### src/rtl/mpsoc_msi_wb_arbiter_pkg.sv
// Shared types and constants for the Wishbone round-robin arbiter.
package mpsoc_msi_wb_pkg;

  typedef enum logic [1:0] {
    IDLE  = 2'd0,
    BUSY  = 2'd1,
    ABORT = 2'd2
  } wb_arb_state_e;

  localparam logic [2:0] CTI_CLASSIC = 3'b000;
  localparam logic [2:0] CTI_INC     = 3'b010;
  localparam logic [2:0] CTI_EOB     = 3'b111;

  localparam logic [1:0] BTE_LINEAR  = 2'b00;
  localparam logic [1:0] BTE_WRAP4   = 2'b01;
  localparam logic [1:0] BTE_WRAP8   = 2'b10;
  localparam logic [1:0] BTE_WRAP16  = 2'b11;

  // Watchdog counter width; a disabled watchdog still gets a 1-bit register.
  function automatic int wdog_width(input int timeout_cycles);
    return (timeout_cycles > 0) ? $clog2(timeout_cycles + 1) : 1;
  endfunction

endpackage

### src/rtl/mpsoc_msi_wb_arbiter_if.sv
// Bundles the N master-side ports and the single slave-side port of the arbiter.
interface mpsoc_msi_wb_arbiter_if #(
  parameter int NUM_MASTERS = 2,
  parameter int AW          = 32,
  parameter int DW          = 32
);

  logic [NUM_MASTERS-1:0][AW-1:0]   wbm_adr_i;
  logic [NUM_MASTERS-1:0][DW-1:0]   wbm_dat_i;
  logic [NUM_MASTERS-1:0][DW/8-1:0] wbm_sel_i;
  logic [NUM_MASTERS-1:0]           wbm_we_i;
  logic [NUM_MASTERS-1:0]           wbm_cyc_i;
  logic [NUM_MASTERS-1:0]           wbm_stb_i;
  logic [NUM_MASTERS-1:0][2:0]      wbm_cti_i;
  logic [NUM_MASTERS-1:0][1:0]      wbm_bte_i;
  logic [DW-1:0]                    wbm_dat_o;
  logic [NUM_MASTERS-1:0]           wbm_ack_o;
  logic [NUM_MASTERS-1:0]           wbm_err_o;
  logic [NUM_MASTERS-1:0]           wbm_rty_o;

  logic [AW-1:0]                    wbs_adr_o;
  logic [DW-1:0]                    wbs_dat_o;
  logic [DW/8-1:0]                  wbs_sel_o;
  logic                             wbs_we_o;
  logic                             wbs_cyc_o;
  logic                             wbs_stb_o;
  logic [2:0]                       wbs_cti_o;
  logic [1:0]                       wbs_bte_o;
  logic [DW-1:0]                    wbs_dat_i;
  logic                             wbs_ack_i;
  logic                             wbs_err_i;
  logic                             wbs_rty_i;

  logic [NUM_MASTERS-1:0]           wb_grant_o;

  // Arbiter view: serves the masters, drives the downstream slave.
  modport slave (
    input  wbm_adr_i, wbm_dat_i, wbm_sel_i, wbm_we_i, wbm_cyc_i, wbm_stb_i,
    input  wbm_cti_i, wbm_bte_i,
    output wbm_dat_o, wbm_ack_o, wbm_err_o, wbm_rty_o,
    output wbs_adr_o, wbs_dat_o, wbs_sel_o, wbs_we_o, wbs_cyc_o, wbs_stb_o,
    output wbs_cti_o, wbs_bte_o,
    input  wbs_dat_i, wbs_ack_i, wbs_err_i, wbs_rty_i,
    output wb_grant_o
  );

  // Environment view: the masters and the slave surrounding the arbiter.
  modport master (
    output wbm_adr_i, wbm_dat_i, wbm_sel_i, wbm_we_i, wbm_cyc_i, wbm_stb_i,
    output wbm_cti_i, wbm_bte_i,
    input  wbm_dat_o, wbm_ack_o, wbm_err_o, wbm_rty_o,
    input  wbs_adr_o, wbs_dat_o, wbs_sel_o, wbs_we_o, wbs_cyc_o, wbs_stb_o,
    input  wbs_cti_o, wbs_bte_o,
    output wbs_dat_i, wbs_ack_i, wbs_err_i, wbs_rty_i,
    input  wb_grant_o
  );

endinterface

### src/rtl/mpsoc_msi_wb_rr_arbiter.sv
// Combinational round-robin pick: first requester after last_grant, wrapping to 0.
module mpsoc_msi_wb_rr_arbiter #(
  parameter int NUM_MASTERS = 2,
  parameter int IW          = (NUM_MASTERS > 1) ? $clog2(NUM_MASTERS) : 1
) (
  input  logic [NUM_MASTERS-1:0] req,
  input  logic [IW-1:0]          last_grant,
  output logic [NUM_MASTERS-1:0] grant,
  output logic                   valid
);

  logic [IW-1:0] idx_s;
  logic          hit_s;

  // Scan from last_grant+1; the first hit locks out every later candidate.
  always_comb begin
    grant = '0;
    valid = 1'b0;
    idx_s = '0;
    hit_s = 1'b0;
    for (int i = 1; i <= NUM_MASTERS; i++) begin
      idx_s        = IW'((int'(last_grant) + i) % NUM_MASTERS);
      hit_s        = !valid && req[idx_s];
      grant[idx_s] = grant[idx_s] | hit_s;
      valid        = valid | hit_s;
    end
  end

endmodule

### src/rtl/mpsoc_msi_wb_arbiter.sv
// N-to-1 Wishbone B3 arbiter: round-robin grant held for the whole cyc,
// with a stall watchdog that terminates hung transfers with err.
module mpsoc_msi_wb_arbiter
  import mpsoc_msi_wb_pkg::*;
#(
  parameter int NUM_MASTERS    = 2,
  parameter int AW             = 32,
  parameter int DW             = 32,
  parameter int TIMEOUT_CYCLES = 256
) (
  input logic                  wb_clk_i,
  input logic                  wb_rst_i,
  mpsoc_msi_wb_arbiter_if.slave bus
);

  localparam int IW = (NUM_MASTERS > 1) ? $clog2(NUM_MASTERS) : 1;
  localparam int WW = wdog_width(TIMEOUT_CYCLES);
  localparam logic [WW-1:0] WD_MAX  = WW'(TIMEOUT_CYCLES);
  localparam logic [WW-1:0] WD_LAST = WW'(TIMEOUT_CYCLES - 1);

  wb_arb_state_e          state_r, state_s;
  logic [NUM_MASTERS-1:0] grant_r, grant_s;
  logic [IW-1:0]          last_grant_r, last_grant_s;
  logic [WW-1:0]          wdog_r, wdog_s;

  logic [NUM_MASTERS-1:0] rr_grant_s;
  logic                   rr_valid_s;
  logic [IW-1:0]          rr_idx_s;
  logic                   stall_s;
  logic                   granted_cyc_s;

  mpsoc_msi_wb_rr_arbiter #(
    .NUM_MASTERS (NUM_MASTERS),
    .IW          (IW)
  ) u_rr (
    .req        (bus.wbm_cyc_i),
    .last_grant (last_grant_r),
    .grant      (rr_grant_s),
    .valid      (rr_valid_s)
  );

  // Index of the one-hot round-robin winner.
  always_comb begin
    rr_idx_s = '0;
    for (int i = 0; i < NUM_MASTERS; i++) begin
      rr_idx_s = rr_grant_s[i] ? IW'(i) : rr_idx_s;
    end
  end

  // last_grant_r doubles as the index of the current owner while a grant is held.
  assign granted_cyc_s = bus.wbm_cyc_i[last_grant_r];
  assign stall_s       = bus.wbm_stb_i[last_grant_r] &&
                         !(bus.wbs_ack_i || bus.wbs_err_i || bus.wbs_rty_i);

  // State, grant and watchdog registers.
  always_ff @(posedge wb_clk_i) begin
    if (!wb_rst_i) begin
      state_r      <= IDLE;
      grant_r      <= '0;
      last_grant_r <= IW'(NUM_MASTERS - 1);
      wdog_r       <= '0;
    end else begin
      state_r      <= state_s;
      grant_r      <= grant_s;
      last_grant_r <= last_grant_s;
      wdog_r       <= wdog_s;
    end
  end

  // Next-state logic; release of cyc takes priority over a watchdog expiry.
  always_comb begin
    state_s      = state_r;
    grant_s      = grant_r;
    last_grant_s = last_grant_r;
    wdog_s       = wdog_r;
    case (state_r)
      IDLE: begin
        wdog_s = '0;
        if (rr_valid_s) begin
          state_s      = BUSY;
          grant_s      = rr_grant_s;
          last_grant_s = rr_idx_s;
        end else begin
          grant_s = '0;
        end
      end
      BUSY: begin
        if (!granted_cyc_s) begin
          state_s = IDLE;
          grant_s = '0;
          wdog_s  = '0;
        end else if ((TIMEOUT_CYCLES > 0) && stall_s) begin
          if (wdog_r >= WD_LAST) begin
            state_s = ABORT;
            wdog_s  = WD_MAX;
          end else begin
            wdog_s  = wdog_r + WW'(1);
          end
        end else begin
          wdog_s = '0;
        end
      end
      ABORT: begin
        wdog_s = '0;
        if (granted_cyc_s) begin
          state_s = BUSY;
        end else begin
          state_s = IDLE;
          grant_s = '0;
        end
      end
      default: begin
        state_s = IDLE;
        grant_s = '0;
        wdog_s  = '0;
      end
    endcase
  end

  // Bus muxing: request fields from the owner, responses to the owner only.
  always_comb begin
    bus.wbm_dat_o = bus.wbs_dat_i;
    bus.wbm_ack_o = '0;
    bus.wbm_err_o = '0;
    bus.wbm_rty_o = '0;
    bus.wbs_adr_o = '0;
    bus.wbs_dat_o = '0;
    bus.wbs_sel_o = '0;
    bus.wbs_we_o  = 1'b0;
    bus.wbs_cyc_o = 1'b0;
    bus.wbs_stb_o = 1'b0;
    bus.wbs_cti_o = '0;
    bus.wbs_bte_o = '0;
    case (state_r)
      BUSY, ABORT: begin
        bus.wbs_adr_o = bus.wbm_adr_i[last_grant_r];
        bus.wbs_dat_o = bus.wbm_dat_i[last_grant_r];
        bus.wbs_sel_o = bus.wbm_sel_i[last_grant_r];
        bus.wbs_we_o  = bus.wbm_we_i[last_grant_r];
        bus.wbs_cti_o = bus.wbm_cti_i[last_grant_r];
        bus.wbs_bte_o = bus.wbm_bte_i[last_grant_r];
        if (state_r == BUSY) begin
          bus.wbs_cyc_o = granted_cyc_s;
          bus.wbs_stb_o = bus.wbm_stb_i[last_grant_r];
          bus.wbm_ack_o = grant_r & {NUM_MASTERS{bus.wbs_ack_i}};
          bus.wbm_err_o = grant_r & {NUM_MASTERS{bus.wbs_err_i}};
          bus.wbm_rty_o = grant_r & {NUM_MASTERS{bus.wbs_rty_i}};
        end else begin
          // Aborted transfer: slave cycle dropped, owner gets a one-cycle err.
          bus.wbm_err_o = grant_r;
        end
      end
      default: begin
        bus.wbm_ack_o = '0;
      end
    endcase
  end

  assign bus.wb_grant_o = grant_r;

endmodule

### src/flat_wrapper.sv
// flat-port wrapper written by rule: the top's interface ports become plain ports
module mpsoc_msi_wb_arbiter_flat import mpsoc_msi_wb_pkg::*;
#(
  parameter int NUM_MASTERS    = 2,
  parameter int AW             = 32,
  parameter int DW             = 32,
  parameter int TIMEOUT_CYCLES = 256
)
  (wb_clk_i, wb_rst_i, bus_wbm_adr_i, bus_wbm_dat_i, bus_wbm_sel_i, bus_wbm_we_i, bus_wbm_cyc_i, bus_wbm_stb_i, bus_wbm_cti_i, bus_wbm_bte_i, bus_wbm_dat_o, bus_wbm_ack_o, bus_wbm_err_o, bus_wbm_rty_o, bus_wbs_adr_o, bus_wbs_dat_o, bus_wbs_sel_o, bus_wbs_we_o, bus_wbs_cyc_o, bus_wbs_stb_o, bus_wbs_cti_o, bus_wbs_bte_o, bus_wbs_dat_i, bus_wbs_ack_i, bus_wbs_err_i, bus_wbs_rty_i, bus_wb_grant_o);
  mpsoc_msi_wb_arbiter_if #(.NUM_MASTERS(NUM_MASTERS), .AW(AW), .DW(DW)) bus_i ();
  input logic wb_clk_i;
  input logic wb_rst_i;
  input wire logic [$bits(bus_i.wbm_adr_i)-1:0] bus_wbm_adr_i;
  input wire logic [$bits(bus_i.wbm_dat_i)-1:0] bus_wbm_dat_i;
  input wire logic [$bits(bus_i.wbm_sel_i)-1:0] bus_wbm_sel_i;
  input wire logic [$bits(bus_i.wbm_we_i)-1:0] bus_wbm_we_i;
  input wire logic [$bits(bus_i.wbm_cyc_i)-1:0] bus_wbm_cyc_i;
  input wire logic [$bits(bus_i.wbm_stb_i)-1:0] bus_wbm_stb_i;
  input wire logic [$bits(bus_i.wbm_cti_i)-1:0] bus_wbm_cti_i;
  input wire logic [$bits(bus_i.wbm_bte_i)-1:0] bus_wbm_bte_i;
  output wire logic [$bits(bus_i.wbm_dat_o)-1:0] bus_wbm_dat_o;
  output wire logic [$bits(bus_i.wbm_ack_o)-1:0] bus_wbm_ack_o;
  output wire logic [$bits(bus_i.wbm_err_o)-1:0] bus_wbm_err_o;
  output wire logic [$bits(bus_i.wbm_rty_o)-1:0] bus_wbm_rty_o;
  output wire logic [$bits(bus_i.wbs_adr_o)-1:0] bus_wbs_adr_o;
  output wire logic [$bits(bus_i.wbs_dat_o)-1:0] bus_wbs_dat_o;
  output wire logic [$bits(bus_i.wbs_sel_o)-1:0] bus_wbs_sel_o;
  output wire logic [$bits(bus_i.wbs_we_o)-1:0] bus_wbs_we_o;
  output wire logic [$bits(bus_i.wbs_cyc_o)-1:0] bus_wbs_cyc_o;
  output wire logic [$bits(bus_i.wbs_stb_o)-1:0] bus_wbs_stb_o;
  output wire logic [$bits(bus_i.wbs_cti_o)-1:0] bus_wbs_cti_o;
  output wire logic [$bits(bus_i.wbs_bte_o)-1:0] bus_wbs_bte_o;
  input wire logic [$bits(bus_i.wbs_dat_i)-1:0] bus_wbs_dat_i;
  input wire logic [$bits(bus_i.wbs_ack_i)-1:0] bus_wbs_ack_i;
  input wire logic [$bits(bus_i.wbs_err_i)-1:0] bus_wbs_err_i;
  input wire logic [$bits(bus_i.wbs_rty_i)-1:0] bus_wbs_rty_i;
  output wire logic [$bits(bus_i.wb_grant_o)-1:0] bus_wb_grant_o;
  assign bus_i.wbm_adr_i = bus_wbm_adr_i;
  assign bus_i.wbm_dat_i = bus_wbm_dat_i;
  assign bus_i.wbm_sel_i = bus_wbm_sel_i;
  assign bus_i.wbm_we_i = bus_wbm_we_i;
  assign bus_i.wbm_cyc_i = bus_wbm_cyc_i;
  assign bus_i.wbm_stb_i = bus_wbm_stb_i;
  assign bus_i.wbm_cti_i = bus_wbm_cti_i;
  assign bus_i.wbm_bte_i = bus_wbm_bte_i;
  assign bus_wbm_dat_o = bus_i.wbm_dat_o;
  assign bus_wbm_ack_o = bus_i.wbm_ack_o;
  assign bus_wbm_err_o = bus_i.wbm_err_o;
  assign bus_wbm_rty_o = bus_i.wbm_rty_o;
  assign bus_wbs_adr_o = bus_i.wbs_adr_o;
  assign bus_wbs_dat_o = bus_i.wbs_dat_o;
  assign bus_wbs_sel_o = bus_i.wbs_sel_o;
  assign bus_wbs_we_o = bus_i.wbs_we_o;
  assign bus_wbs_cyc_o = bus_i.wbs_cyc_o;
  assign bus_wbs_stb_o = bus_i.wbs_stb_o;
  assign bus_wbs_cti_o = bus_i.wbs_cti_o;
  assign bus_wbs_bte_o = bus_i.wbs_bte_o;
  assign bus_i.wbs_dat_i = bus_wbs_dat_i;
  assign bus_i.wbs_ack_i = bus_wbs_ack_i;
  assign bus_i.wbs_err_i = bus_wbs_err_i;
  assign bus_i.wbs_rty_i = bus_wbs_rty_i;
  assign bus_wb_grant_o = bus_i.wb_grant_o;
  mpsoc_msi_wb_arbiter #(.NUM_MASTERS(NUM_MASTERS), .AW(AW), .DW(DW), .TIMEOUT_CYCLES(TIMEOUT_CYCLES)) u_core (.wb_clk_i(wb_clk_i), .wb_rst_i(wb_rst_i), .bus(bus_i));
endmodule
### config.mk
export PLATFORM = sky130hd
export DESIGN_NAME = mpsoc_msi_wb_arbiter_flat
export DESIGN_NICKNAME = d
export VERILOG_FILES = /design/src/rtl/mpsoc_msi_wb_arbiter_pkg.sv /design/src/rtl/mpsoc_msi_wb_arbiter_if.sv /design/src/rtl/mpsoc_msi_wb_rr_arbiter.sv /design/src/rtl/mpsoc_msi_wb_arbiter.sv /design/src/flat_wrapper.sv
export SDC_FILE = /design/constraint.sdc
export NUM_CORES = 1
export LEC_CHECK = 0
export BUFFER_PORTS_ARGS = -buffer_cell sky130_fd_sc_hd__buf_2
export CORE_AREA = 8 8 113 115
export CTS_CLUSTER_SIZE = 14
export DETAILED_ROUTE_END_ITERATION = 7
export DIE_AREA = 0 0 121 123
export SKIP_LAST_GASP = 1
export SYNTH_ARGS = -nofsm -noshare
export SYNTH_HDL_FRONTEND = slang
export SYNTH_SLANG_ARGS = --single-unit
### constraint.sdc
create_clock -name wb_clk_i -period 4.26 [get_ports wb_clk_i]
set_clock_uncertainty 0.15 [all_clocks]
set_input_delay 0.852 -clock wb_clk_i [delete_from_list [all_inputs] [get_ports wb_clk_i]]
set_output_delay 0.852 -clock wb_clk_i [all_outputs]
set_load 0.1 [all_outputs]
## Yosys cells after proc, flatten, opt, wreduce, memory -nomap -nowiden

Index checks and enable logic that the tools add are counted.

- Bits in registers: 14
- Latch bits: 0
- Memory bits (writable): 0
- ROM bits: 0
- Input port bits: 189
- Output and inout bits: 116
- Word-level logic and storage cells: 100
- Memories: 0

- Add/sub/neg operators: 3
- Multiply operators: 0
- Divide/modulo/power cells: 0
- Magnitude comparators: 6
- Equality and inequality tests: 6
- Shift-type cells: 0
- Mux-type cells: 55
- Bitwise logic cells: 11
- Reduce and logical (&&, ||, !) cells: 14

Operator list:

| operator | number |
|---|---|
| 32-bit 2-to-1 mux | 6 |
| 2-bit 2-to-1 mux | 15 |
| 1-bit 2-to-1 mux | 22 |
| 4-bit 2-to-1 mux | 3 |
| 9-bit by 1-bit adder with 9-bit output, second input constant | 1 |
| 9-bit by 8-bit greater-or-equal comparator with 1-bit output, second input constant | 1 |
| 3-bit 2-to-1 mux | 3 |
| 9-bit 2-to-1 mux | 1 |
| 2-bit AND | 4 |
| 1-bit by 2-bit less-than comparator with 1-bit output, second input constant | 3 |
| 2-bit case mux with 3 select lines | 1 |
| 5-bit OR reduction | 1 |
| 1-bit logical AND | 4 |
| 1-bit NOT | 4 |
| 2-bit case mux with 2 select lines | 1 |
| 4-bit AND reduction | 1 |
| 3-bit by 2-bit != test with 1-bit output, second input constant | 1 |
| 3-bit != test, second input constant | 1 |
| 1-bit OR | 3 |
| 3-bit AND reduction | 1 |
| 1-bit adder, second input constant | 2 |
| 2-bit bitwise mux | 1 |
| 1-bit demux with 1-bit select | 2 |
| 2-bit by 1-bit == test with 1-bit output, second input constant | 1 |
| other kinds (9) | 12 |

## Depth between registers and ports, before layout

Gate-level depths: netlist of run 1.

- Depth in word-level cells: 12
- Mapped depth: 7
- Gate-level depth less buffers: 7

## Modules after synthesis

Synthesis of run 1 repeated with hierarchy kept, for this count alone.

- Cells, all modules: 293
- Area, all modules: 2382.3 um^2

By module, submodules not included:

| module | instances | cells an instance | area each (um^2) | seq. area each (um^2) |
|---|---|---|---|---|
| mpsoc_msi_wb_arbiter | 1 | 289 | 2357.3 | 280.3 |
| mpsoc_msi_wb_rr_arbiter | 1 | 4 | 25.0 | 0.0 |

## Least setup slack after synthesis of run 1

Ideal clock, no wire load.

- Kind: register to output
- Start: register u_core.state_r[0]
- End: output port bus_wbs_adr_o[0]
- Arrival: 2.564 ns
- Required time: 3.258 ns
- Slack: 0.694 ns
- Stages on the path, launching flop included: 6
- Buffers on the path: 2
- Cell sequence: dfxtp_1 inv_1 ha_1 clkbuf_1 clkbuf_1 nor2b_1

- Cells in the longest elaborated chain, start to end: 3
- Elaborated cells on any way between the ends: 4
- Those cells by class: eq/ne (2); mux (1); reduce/logical (1)

RTL lines:

| item | RTL line | RTL |
|---|---|---|
| start: declaration | mpsoc_msi_wb_arbiter.sv:21 | `wb_arb_state_e state_r, state_s;` |
| start signal: assignment | mpsoc_msi_wb_arbiter.sv:63 | `state_r <= state_s;` |
| 2-bit == test / 2-bit by 1-bit == test with 1-bit output (equally long branches) | mpsoc_msi_wb_arbiter.sv:134 | `case (state_r)` |
| 2-bit OR reduction (no line) * | - |  |
| 32-bit 2-to-1 mux * | mpsoc_msi_wb_arbiter.sv:134 |  |
| end: declaration | flat_wrapper.sv:25 | `output wire logic [$bits(bus_i.wbs_adr_o)-1:0] bus_wbs_adr_o;` |

Every way passes the cells marked *; elsewhere a longest branch is shown, timed or not.

## Worst setup path after layout of run 1

- Start: register u_core.state_r[0]
- End: output port bus_wbs_we_o

- Cells in the longest elaborated chain, start to end: 3
- Elaborated cells on any way between the ends: 4
- Those cells by class: eq/ne (2); mux (1); reduce/logical (1)

RTL lines:

| item | RTL line | RTL |
|---|---|---|
| 2-bit == test / 2-bit by 1-bit == test with 1-bit output (equally long branches) | mpsoc_msi_wb_arbiter.sv:134 |  |
| 2-bit OR reduction (no line) * | - |  |
| 1-bit 2-to-1 mux * | mpsoc_msi_wb_arbiter.sv:134 |  |
| end: declaration | flat_wrapper.sv:28 | `output wire logic [$bits(bus_i.wbs_we_o)-1:0] bus_wbs_we_o;` |

Marked as above.

==> results of run 1 <==
==> worst max-delay path: stages (launching register included) <==
cell	delay, ps
sky130_fd_sc_hd__dfxtp_1	370
sky130_fd_sc_hd__inv_1	90
sky130_fd_sc_hd__ha_2	570
sky130_fd_sc_hd__buf_4	320
sky130_fd_sc_hd__nor2b_1	200
sky130_fd_sc_hd__buf_2	460
==> cell usage after synthesis <==
| master | count |
|---|---|
| sky130_fd_sc_hd__mux2i_1 | 77 |
| sky130_fd_sc_hd__nor2b_1 | 75 |
| sky130_fd_sc_hd__buf_4 | 35 |
| sky130_fd_sc_hd__nor2_1 | 19 |
| sky130_fd_sc_hd__dfxtp_1 | 14 |
| sky130_fd_sc_hd__clkbuf_1 | 10 |
| sky130_fd_sc_hd__nand2_1 | 10 |
| sky130_fd_sc_hd__buf_2 | 6 |
| sky130_fd_sc_hd__ha_1 | 6 |
| sky130_fd_sc_hd__and3_1 | 5 |
| sky130_fd_sc_hd__nand3_1 | 5 |
| sky130_fd_sc_hd__a21oi_1 | 4 |
| sky130_fd_sc_hd__inv_1 | 4 |
| sky130_fd_sc_hd__xor2_1 | 4 |
| sky130_fd_sc_hd__a21boi_0 | 3 |
| sky130_fd_sc_hd__o211ai_1 | 3 |
| sky130_fd_sc_hd__xnor2_1 | 2 |
| sky130_fd_sc_hd__a311o_1 | 1 |
| sky130_fd_sc_hd__a311oi_1 | 1 |
| sky130_fd_sc_hd__and2_1 | 1 |
| sky130_fd_sc_hd__and4_4 | 1 |
| sky130_fd_sc_hd__mux2_4 | 1 |
| sky130_fd_sc_hd__nand3b_1 | 1 |
| sky130_fd_sc_hd__nand4_1 | 1 |
| sky130_fd_sc_hd__nand4_2 | 1 |
| sky130_fd_sc_hd__o211ai_2 | 1 |
| sky130_fd_sc_hd__o21ai_0 | 1 |
| sky130_fd_sc_hd__or3_1 | 1 |
| sky130_fd_sc_hd__or3b_1 | 1 |
==> power by group <==
part	internal [mW]	switching (mW)
sequential	0.145	0.0416
clock	0.142	0.0523
combinational	0.546	2.32
total	0.833	2.41
==> layer usage <==
layer | GRT usage [%] | routed length (µm)
met1 | 12.5 | 3620
met2 | 23.7 | 5300
met3 | 4.43 | 1100
met4 | 1.33 | 48
met5 | 0 | 0
==> cell families after synthesis <==
| group | Yosys count | share of synthesized area [%] |
|---|---|---|
| XOR/XNOR | 6 | 2.25 |
| adder cells (fa/ha/maj) | 6 | 3.22 |
| flip-flops | 14 | 12.0 |
| buffers and inverters | 55 | 14.8 |
| AND/OR/NAND/NOR | 121 | 29.7 |
| AO/OA/AOI/OAI | 14 | 4.34 |
| multiplexers | 78 | 33.7 |
==> path summary, 6_finish.rpt <==
check | startpoint | end | slack (ps) | cells after the start
worst max-delay path | u_core.state_r[0] | bus_wbs_we_o | 990 | 5
worst min-delay path | u_core.wdog_r[0] | u_core.wdog_r[0] | 310 | 1
worst max register to register | u_core.wdog_r[0] | u_core.wdog_r[2] | 2070 | 7
worst min register to register | u_core.wdog_r[0] | u_core.wdog_r[0] | 310 | 1
==> state kept, by name, summed over array words and instances, names as in the netlist <==
name / count
u_core.bus.wb_grant_o: 2
u_core.wdog_r: 9
u_core.last_grant_r: 1
u_core.state_r: 2
==> layout make-up <==
class | instances | area share, %
multi-input cells | 225 | 48.6
repair buffers | 244 | 35.3
flip-flops and latches | 14 | 8.07
well taps | 143 | 5.08
clock buffers | 4 | 2.52
inverters | 4 | 0.426
==> metrics by stage <==
stage          hold WS [ps]  instance area [µm²]  instances  utilization [%]  power (mW)
6_report                312                 3520        634             31.8        3.24
5_1_grt                 337                 3520        634             31.8        3.36
4_1_cts                 319                 3520        634             31.8        3.27
3_5_place_dp            309                 3430        630             31.0        3.07
3_3_place_gp            294                 3430        630             31.0        3.05
2_1_floorplan           280                 2330        294                -        2.77
==> impl_summary.log, run 1 <==
INFO  metric timing.critical_path.from_type = register
INFO  metric critPathKind = reg -> out
INFO  metric number_of_antenna_violations_at_the_first_check_in_global_routing = 0
INFO  metric synth.cell_area = 2330 µm²
INFO  metric ioPinCount = 305
INFO  metric ys_top_cells_by_area = sky130_fd_sc_hd__mux2i_1 33%, sky130_fd_sc_hd__nor2b_1 20%, sky130_fd_sc_hd__dfxtp_1 12%
INFO  metric worstHoldPathType = reg -> reg
INFO  metric via_total_after_detailed_routing = 2699
INFO  metric syn-num-nets = 489
INFO  metric pre_cts_slack = 1200 ps
INFO  metric gr-usage-all-layers = 12.2%
INFO  metric cts.path.max_buffers = 2
INFO  metric fillers = 1217
INFO  metric synth-seq-cells = 14
INFO  metric core = 11100 µm²
INFO  metric hold_buffers = 0
INFO  metric final_cell_mix = 240 x sky130_fd_sc_hd__buf_2, 77 x sky130_fd_sc_hd__mux2i_1, 75 x sky130_fd_sc_hd__nor2b_1, 19 x sky130_fd_sc_hd__nor2_1, 13 x sky130_fd_sc_hd__dfxtp_1
INFO  metric fp.dieArea = 14900 µm²
INFO  metric cts_setup_buffers = 0
INFO  metric clkSlewWorstSetupHoldPaths = 50 ps
INFO  metric post_detailed_placement_half_perimeter_wirelength = 8840 µm
INFO  metric post_cts_resized = 0
INFO  metric power.density_cell_area = 921 nW/µm²
INFO  metric cp-end-kind = primary output
INFO  metric post_drt_via_cell_ratio = 4.26
INFO  metric status = complete, no violations
INFO  metric wire_length_per_cell = 15.9 µm
INFO  metric smallest_setup_slack_after_layout = 986 ps
INFO  metric power.leakage = 2.23 nW
INFO  metric max_slew_margin = 66.1%
INFO  metric timing.final.hold_violations = 0
INFO  metric globalplace.congestion = 0.822
INFO  metric worst_pin_slew = 508 ps
INFO  metric cts_tree = done
INFO  metric numPortBuffers = 240
INFO  metric synth_cells = 294
INFO  metric layout_commonest_cell = sky130_fd_sc_hd__buf_2
INFO  metric die_width = 121 µm
INFO  metric clock_buffers_created_by_tritoncts = 3
INFO  metric floorplan.rows = 39
INFO  metric drc = 0
INFO  metric final_layout_size_suffix_gt1_share = 51.7%
INFO  metric grt_pass1_vias = 2808
INFO  metric setup_viol = 0
INFO  metric syn2layout_area_growth = 50.9%
INFO  metric cts_h_tree_depth = 1
INFO  metric clk-insertion-delay-late = 240 ps
INFO  metric max_cap_viols = 0
INFO  metric num_antenna_cells = 0
INFO  metric final.setup.tns = 0 ps
INFO  metric grt_start_max_net_pins = 39
INFO  metric synth_top_cell_area_share = 33.0%
INFO  metric grt_overflow = 0
INFO  metric synth_area_leader_cell = sky130_fd_sc_hd__mux2i_1
INFO  metric worst-endpoint-required = 3260 ps
INFO  metric post-route-period-util = 76.8%
INFO  metric worst_path_arrival = 2270 ps
INFO  metric part_of_the_yosys_area_used_for_sequential_elements = 12.0%
INFO  metric multi_input_combinational_cell_area = 1710 µm²
INFO  metric dr.pass1.iters = 4
INFO  metric num-nets-final = 687
INFO  metric vdd.ir_drop.worst = 0.000862 V
INFO  metric layout_min_cycle_time = 3270 ps
INFO  metric clock-sinks = 14
INFO  metric dr.first_iter.drc_count = 99
INFO  metric max_freq = 305 MHz
INFO  metric die_height = 123 µm
INFO  metric ys_warn_count = 0
INFO  metric grt_first_pass_wirelength = 14900 µm
INFO  metric final-max-slew-violation-count = 0
INFO  metric unique_cell_type_count_in_the_yosys_netlist = 29
INFO  metric drt_antenna_net_count = 0
INFO  metric crit_path_max_fanout = 29
INFO  metric grt_setup_unrepaired = false
INFO  metric initial_core_util = 21.1%
INFO  metric syn_avg_cell_area = 7.94 µm²
INFO  metric seq_area = 284 µm²
INFO  metric wl = 10100 µm
INFO  metric root_buffer = sky130_fd_sc_hd__clkbuf_16
(Power assumes the default switching activity.)
==> inputs of run 2 (changes only) <==
==> constraint.sdc (replaced) <==
create_clock -name wb_clk_i -period 3.25 [get_ports wb_clk_i]
set_clock_uncertainty 0.15 [all_clocks]
set_input_delay 0.65 -clock wb_clk_i [delete_from_list [all_inputs] [get_ports wb_clk_i]]
set_output_delay 0.65 -clock wb_clk_i [all_outputs]
set_load 0.1 [all_outputs]
==> run 2 against run 1 <==
  * Non-clock buffer count stayed put
  * Sequential power is 9.6% higher
  * Clock power is 36% higher
  * Sequential share of layout area is 1.1 points lower
  * Via count is 0.85% higher
  * Critical endpoint is now bus_wbs_dat_o[29]
  * Largest cell class unchanged
==> impl_summary.log, run 2 (synthesis results as in run 1) <==
INFO  metric status = complete, no violations
INFO  metric timing.final.hold_violations = 0 (unchanged)
INFO  metric worstHoldPathType = reg -> reg
INFO  metric setup_viol = 0 (unchanged)
INFO  metric rrSetupSlack = 1060 ps (-1010 ps)
INFO  metric grt_overflow = 0 (unchanged)
INFO  metric dr.first_iter.drc_count = 49 (-51%)
INFO  metric hold_start = u_core.wdog_r[0]
INFO  metric layout_commonest_cell = sky130_fd_sc_hd__buf_2
INFO  metric fp.dieArea = 14900 µm² (unchanged)
INFO  metric largest_register = u_core.wdog_r
INFO  metric floorplan.rows = 39 (unchanged)
INFO  metric worst-endpoint-required = 2450 ps (-810 ps)
INFO  metric numPortBuffers = 240 (unchanged)
INFO  metric num_antenna_cells = 0 (unchanged)
INFO  metric num-nets-final = 687 (unchanged)
INFO  metric crit_path_cell_trace = inv_1 -> ha_2 -> buf_4 -> nor2b_1 -> buf_2
INFO  metric die_height = 123 µm (unchanged)
INFO  metric power.density_cell_area = 1150 nW/µm² (+25%)
INFO  metric critPathKind = reg -> out
INFO  metric cts.path.max_buffers = 2 (unchanged)
INFO  metric grt_setup_unrepaired = false
INFO  metric hold_buffers = 0 (unchanged)
INFO  metric max_cap_viols = 0 (unchanged)
INFO  metric clk-insertion-delay-late = 250 ps (about the same)
INFO  metric final_cell_mix = 213 x sky130_fd_sc_hd__buf_2, 77 x sky130_fd_sc_hd__mux2i_1, 60 x sky130_fd_sc_hd__nor2b_2, 28 x sky130_fd_sc_hd__buf_12, 19 x sky130_fd_sc_hd__nor2_1
INFO  metric layout_min_cycle_time = 2830 ps
INFO  metric root_buffer = sky130_fd_sc_hd__clkbuf_16
INFO  metric ioPinCount = 305 (unchanged)
INFO  metric grt_first_pass_wirelength = 15000 µm (+0.98%)
INFO  metric drc = 0 (unchanged)
INFO  metric post_cts_resized = 0 (unchanged)
INFO  metric final_layout_size_suffix_gt1_share = 64.0% (+12 points)
INFO  metric gr-usage-all-layers = 12.3% (+0.091 points)
INFO  metric drt_antenna_net_count = 0 (unchanged)
INFO  metric via_total_after_detailed_routing = 2722 (+0.85%)
INFO  metric wire_length_per_cell = 15.6 µm (-1.6%)
INFO  metric die_width = 121 µm (unchanged)
INFO  metric post-route-period-util = 87.1%
INFO  metric clock_buffers_created_by_tritoncts = 3 (unchanged)
INFO  metric post_detailed_placement_half_perimeter_wirelength = 8790 µm (-0.54%)
INFO  metric cts_setup_buffers = 0 (unchanged)
INFO  metric clock-sinks = 14 (unchanged)
INFO  metric vdd.ir_drop.worst = 0.00130 V (+51%)
INFO  metric power.leakage = 2.35 nW (+5.4%)
INFO  metric r2r_end = u_core.wdog_r[6]
INFO  metric largest_register_ffs = 9 (unchanged)
INFO  metric cts_h_tree_depth = 1 (unchanged)
INFO  metric number_of_antenna_violations_at_the_first_check_in_global_routing = 0 (unchanged)
INFO  metric worst_path_arrival = 2030 ps (-240 ps)
INFO  metric worst_path_max_delay_cell = sky130_fd_sc_hd__buf_2
INFO  metric initial_core_util = 21.1% (unchanged)
INFO  metric reg2reg_depth = 7 (unchanged)
INFO  metric power = 4.69 mW (+45%)
INFO  metric delay_contributed_by_the_slowest_stage_of_the_critical_path = 440 ps (-130 ps)
INFO  metric globalplace.congestion = 0.760 (-7.6%)
INFO  metric post_drt_via_cell_ratio = 4.29 (+0.85%)
INFO  metric whs_endpoint = u_core.wdog_r[0]
INFO  metric postPlaceCellArea = 3990 µm² (+16%)
INFO  metric wl = 9920 µm (-1.6%)
INFO  metric max_slew_margin = 66.4% (+0.23 points)
INFO  metric final.hold.worst_slack = 325 ps (+13.3 ps)
INFO  metric max_freq = 353 MHz
INFO  metric core = 11100 µm² (unchanged)
INFO  metric hold_depth = 1 (unchanged)
INFO  metric grt_pass1_vias = 2965 (+5.6%)
INFO  metric cp-end-kind = primary output
INFO  metric worst_pin_slew = 504 ps (-3.43 ps)
INFO  metric timing.critical_path.from_type = register
INFO  metric syn2layout_area_growth = 74.7%
INFO  metric cts_tree = done
INFO  metric grt_start_max_net_pins = 51 (+31%)
INFO  metric timing.rr.start = u_core.wdog_r[0]
INFO  metric finalInstanceArea = 4080 µm² (+16%)
INFO  metric dr.pass1.iters = 4 (unchanged)
INFO  metric clkSlewWorstSetupHoldPaths = 50 ps (about the same)
INFO  metric crit_path_max_fanout = 50 (+72%)
INFO  metric final-max-slew-violation-count = 0 (unchanged)
-- run 2: changes by cell type in the layout (fill, tap and decap cells not counted) --
| cell | change |
|---|---|
| sky130_fd_sc_hd__nor2b_1 | -60 |
| sky130_fd_sc_hd__nor2b_2 | +60 |
| sky130_fd_sc_hd__buf_12 | +27 |
| sky130_fd_sc_hd__buf_2 | -27 |
-- run 2: per-layer routing --
metal	vias up	track usage (%)	wire length, µm
li1	1354	-	-
met1	1237	12.7	3560
met2	123	23.7	5470
met3	8	4.29	819
met4	0	1.72	65
met5	-	0	0
-- run 2: worst max path at each step --
stage | cells after the start | startpoint | end
after floorplan | 2 | u_core.bus.wb_grant_o[0] | bus_wbm_ack_o[0]
after global placement | 5 | u_core.state_r[1] | bus_wbs_cyc_o
after detailed placement | 5 | u_core.state_r[1] | bus_wbs_adr_o[30]
after CTS | 5 | u_core.state_r[1] | bus_wbs_adr_o[30]
after global routing | 5 | u_core.state_r[1] | bus_wbs_adr_o[30]
final | 5 | u_core.state_r[1] | bus_wbs_dat_o[29]
-- run 2: metrics by stage --
step / setup TNS [ps] / std cells / utilization, % / setup WS [ps]
2_1_floorplan: -0.686 / 294 / - / -0.229
6_report: 0 / 634 / 36.8 / 419
3_3_place_gp: 0 / 630 / 36.0 / 747
3_5_place_dp: 0 / 630 / 36.0 / 659
4_1_cts: 0 / 634 / 36.8 / 398
5_1_grt: 0 / 634 / 36.8 / 287
-- run 2: area by class of cell --
| cell class | count | area (µm²) |
|---|---|---|
| Clock buffer | 4 | 88.8 |
| Fill cell | 1114 | 7000 |
| Inverter | 4 | 15.0 |
| Multi-Input combinational cell | 225 | 1860 |
| Sequential cell | 14 | 284 |
| Tap cell | 143 | 179 |
| Timing Repair Buffer | 244 | 1650 |
-- run 2: worst max-delay path: cells and delay by family (launching register included) --
| family | cells | cell delay [ps] |
|---|---|---|
| buffers and inverters | 3 | 860 |
| DFF | 1 | 370 |
| adders and majority gates | 1 | 330 |
| and+or+nand+nor | 1 | 210 |
-- run 2: power by group --
part           switching (mW)  internal (mW)  total (mW)
clock                  0.0764          0.187       0.263
combinational            3.14           1.08        4.22
sequential             0.0145          0.190       0.205
